[src/rtl/reg_pipe.sv]
// reg_pipe: DEPTH-stage valid/ready register pipeline with bubble collapsing,
// synchronous flush, asynchronous reset and a popcount occupancy output.
module reg_pipe #(
  parameter int WIDTH = 8,
  parameter int DEPTH = 4
) (
  input  logic                         clk,
  input  logic                         RESET,
  input  logic                         flush,
  input  logic                         in_valid,
  output logic                         in_ready,
  input  logic [WIDTH-1:0]             in_data,
  output logic                         out_valid,
  input  logic                         out_ready,
  output logic [WIDTH-1:0]             out_data,
  output logic [$clog2(DEPTH+1)-1:0]   occupancy
);

  localparam int OCC_W = $clog2(DEPTH + 1);

  logic [DEPTH-1:0] valid_q;
  logic [WIDTH-1:0] data_q [DEPTH];

  logic [DEPTH-1:0] ready;
  logic [DEPTH-1:0] up_valid;
  logic [WIDTH-1:0] up_data [DEPTH];
  logic             accept;

  // A stage can take a word when it, or any stage downstream of it, has a
  // hole, or the sink is draining; the running OR avoids a self-referencing
  // vector chain.
  always_comb begin
    logic ready_acc;
    // NOTE: blocking assignments here, because later iterations must see the
    // value just computed within the same evaluation.
    ready_acc = out_ready;
    for (int i = DEPTH - 1; i >= 0; i--) begin
      ready_acc = ready_acc | ~valid_q[i];
      ready[i]  = ready_acc;
    end
  end

  assign in_ready = ready[0] & ~flush & ~RESET;
  assign accept   = in_valid & in_ready;

  always_comb begin
    // NOTE: every output of a combinational block gets a value on every path
    // (here first, unconditionally), otherwise a latch is inferred.
    up_valid[0] = accept;
    up_data[0]  = in_data;
    for (int i = 1; i < DEPTH; i++) begin
      up_valid[i] = valid_q[i-1];
      up_data[i]  = data_q[i-1];
    end
  end

  always_ff @(posedge clk or posedge RESET) begin
    if (RESET) begin
      valid_q <= '0;
      // NOTE: the data registers are reset as well as the valid bits, so that
      // out_data reads zero during and right after reset.
      for (int i = 0; i < DEPTH; i++) begin
        data_q[i] <= '0;
      end
    end else begin
      // NOTE: non-blocking assignments for state, so every stage samples its
      // upstream neighbour's pre-edge value and words shift by exactly one.
      for (int i = 0; i < DEPTH; i++) begin
        if (flush) begin
          valid_q[i] <= 1'b0;
        end else if (ready[i]) begin
          valid_q[i] <= up_valid[i];
          if (up_valid[i]) begin
            data_q[i] <= up_data[i];
          end
        end
      end
    end
  end

  always_comb begin
    logic [OCC_W-1:0] count;
    count = '0;
    for (int i = 0; i < DEPTH; i++) begin
      count = count + OCC_W'(valid_q[i]);
    end
    occupancy = count;
  end

  assign out_valid = valid_q[DEPTH-1];
  assign out_data  = data_q[DEPTH-1];

endmodule

[config.mk]
export PLATFORM = sky130hd
export DESIGN_NAME = reg_pipe
export DESIGN_NICKNAME = d
export VERILOG_FILES = /design/src/rtl/reg_pipe.sv
export SDC_FILE = /design/constraint.sdc
export NUM_CORES = 1
export LEC_CHECK = 0
export ABC_AREA = 0
export BUFFER_PORTS_ARGS = -buffer_cell sky130_fd_sc_hd__buf_2
export CORE_ASPECT_RATIO = 1.4
export CORE_MARGIN = 5
export CORE_UTILIZATION = 40
export DETAILED_ROUTE_END_ITERATION = 16
export SETUP_SLACK_MARGIN = 0.1
export SYNTH_ARGS = -nofsm -noshare
export SYNTH_HDL_FRONTEND = slang
export SYNTH_SLANG_ARGS = --single-unit
[constraint.sdc]
create_clock -name clk -period 2.7 [get_ports clk]
set_input_delay 0.135 -clock clk [delete_from_list [all_inputs] [get_ports clk]]
set_output_delay 0.135 -clock clk [all_outputs]
set_load 0.005 [all_outputs]
==> impl_metrics.json <==
{
  "status": "completed",
  "cts_htree_levels": 2,
  "cp.required_ps": 2570,
  "pin_count": 26,
  "p_leak_uw": 0.000901,
  "cts.clk_slew.worst_paths_ps": 70,
  "worstSetupStartpointType": "flip-flop",
  "r2r_cells": 3,
  "routed_wl_mm": 2.39,
  "clk_latency_ps": 280,
  "r2r_start": "valid_q[2]",
  "pre_cts_slack_ps": 955,
  "p_per_area_nw_per_um2": 745,
  "crit_family": "adder cells",
  "path_cells": "inv_2 -> fa_1 -> inv_1 -> ha_1 -> ha_1 -> buf_2",
  "wl_per_cell_um": 14.1,
  "ant_nets": 0,
  "seq_area_frac_synth": 0.578,
  "hold_path.class": "in2reg",
  "layout_common_cells": "36 x dfrtp_1, 25 x buf_2, 23 x mux2_2",
  "max_slew_margin": 0.643,
  "vias": 840,
  "cts_buffers": 5,
  "cpMostUsedCell": "ha_1",
  "area.sequential_um2": 901,
  "finalMaxSlewViolations": 0,
  "fmax_mhz": 489,
  "fillers": 355,
  "worst_r2r_endpoint": "data_q[23]",
  "fin_crit_ps": 2050,
  "tightest_slew_ps": 536,
  "clock_sinks": 36,
  "gr-total-overflow": 0,
  "end_kind": "primary output",
  "cts-root-buf": "clkbuf_8",
  "drive_gt1_frac": 0.535,
  "min_path_cells": 2,
  "syn_nets": 119,
  "rsz0062_at_grt": "no",
  "firstDrtPassIters": 2,
  "antenna_found_initial": 0,
  "viasPerCell": 4.97,
  "grt_pass1_wl_mm": 4.40,
  "gp_congestion": 0.710,
  "antenna_cells": 0,
  "postSynthAreaPerCell_um2": 15.1,
  "die_y_um": 83.8,
  "worst_clock_skew_ps": 5.47,
  "reg2reg_slack_ps": 980,
  "io_buffers": 25,
  "syn_inst": 103,
  "drc": 0,
  "first_global_vias": 938,
  "crit_buf_inv": 3,
  "fin_crit_sh": 0.758,
  "maxCapViolations": 0,
  "die_area_um2": 5260,
  "finalHoldViolCount": 0,
  "start_util": 0.420,
  "hpwlAfterDp_mm": 1.79,
  "syn_area_um2": 1560,
  "ys_warn_count": 0,
  "min_to": "data_q[28]",
  "peakVddDrop_mv": 0.351,
  "critPathSlowestCell": "fa_1",
  "coreArea_um2": 3710,
  "setup_viol": 0,
  "final_nets": 143,
  "layout_commonest_cell": "dfrtp_1",
  "crit_path_max_incr_delay_ps": 500,
  "rows": 26,
  "arrival_ps": 1910,
  "path_class": "reg2out",
  "die_x_um": 62.7,
  "grt_max_degree": 24,
  "crit_path_max_fanout": 5,
  "min_from": "in_data[4]",
  "cts-resized-gates": 0,
  "cts_tree": "built",
  "cts_max_path_buffers": 2,
  "post_synth_num_cell_types": 22,
  "fin_ws_ps": 653,
  "final.setup.tns_ps": 0,
  "drt_iter0_drc": 11,
  "multiInputGateArea_um2": 558,
  "grt.total_usage": 0.106,
  "ys_ff_latch": 36,
  "synthToLayoutAreaGrowth_pct": 13.8
}
power breakdown:
group | switching (uW) | leakage, uW | internal (uW) | total (uW)
Clock | 174 | 0.0000503 | 227 | 400
Combinational | 60.7 | 0.000391 | 138 | 199
Sequential | 58.8 | 0.000459 | 663 | 722
Total | 293 | 0.000901 | 1030 | 1320
cell usage after synthesis (all sizes together):
cell type / instances / share of area
a211oi: 2 / 0.018
a21oi: 2 / 0.0064
and4b: 1 / 0.0088
buf: 10 / 0.049
dfrtp: 36 / 0.58
fa: 1 / 0.013
ha: 2 / 0.016
inv: 6 / 0.014
mux2: 32 / 0.25
nand2: 1 / 0.0024
nand2b: 1 / 0.0040
nand3b: 2 / 0.0096
nor2: 4 / 0.0096
nor2b: 1 / 0.0040
nor3b: 1 / 0.012
or3: 1 / 0.0040
worst reg2reg max path, delay by kind of cell (launching register included):
family           cells  cell delay [ps]
AND/OR/NAND/NOR      2              800
flip-flops           1              430
multiplexers         1              380
metal layers:
metal / up-vias / global-route usage / share of wire
li1: 392 / - / -
met1: 419 / 0.118 / 0.42
met2: 22 / 0.170 / 0.49
met3: 7 / 0.0458 / 0.065
met4: 0 / 0.0521 / 0.024
met5: - / 0 / 0
worst max path at each step:
stage                         endpoint        from  slack (ps)  cells after the start
after floorplan           occupancy[1]  valid_q[3]        1110                      5
after global placement    occupancy[1]  valid_q[0]         990                      6
after detailed placement  occupancy[1]  valid_q[0]         960                      6
after CTS                 occupancy[1]  valid_q[0]         640                      6
after global routing      occupancy[1]  valid_q[0]         550                      6
final                     occupancy[1]  valid_q[0]         650                      6
what timing repair did:
| action | in CTS | in global routing |
|---|---|---|
| hold buffers | 1 | 0 |
| hold endpoints to repair | 13 | 0 |
| setup buffers | 0 | 0 |
| setup endpoints to repair | 0 | 0 |
per-stage QoR:
step / total power [uW] / cell area (um2) / std cells / utilization / hold WS [ps]
global placement: 922 / 1670 / 161 / 0.449 / 210
global route: 1410 / 1770 / 169 / 0.478 / 76.6
detailed placement: 937 / 1670 / 161 / 0.449 / 227
CTS: 1340 / 1770 / 169 / 0.478 / 75.5
finish: 1320 / 1770 / 169 / 0.478 / 79.7
floorplan: 894 / 1560 / 103 / - / 270
flip-flops by register name, indices dropped and copies added, names as in the netlist:
register,flops
valid_q,4
out_data,8
data_q,24
logic make-up (layout without fill, tap and decap cells):
group	count (synthesis)	count (layout)	synth area share
and+or+nand+nor	12	12	0.0546
DFF	36	36	0.578
buffers and inverters	16	40	0.0635
muxes	32	32	0.251
adders and majority gates	3	3	0.0289
AOI/OAI and AO/OA	4	4	0.0241
area by class of cell:
class / instances / area share
Tap cell: 42 / 0.0296
Multi-Input combinational cell: 51 / 0.315
Timing Repair Buffer: 27 / 0.0805
Inverter: 6 / 0.0127
Clock buffer: 7 / 0.0543
Sequential cell: 36 / 0.508
Note: power is estimated with default switching activity, not from simulation.
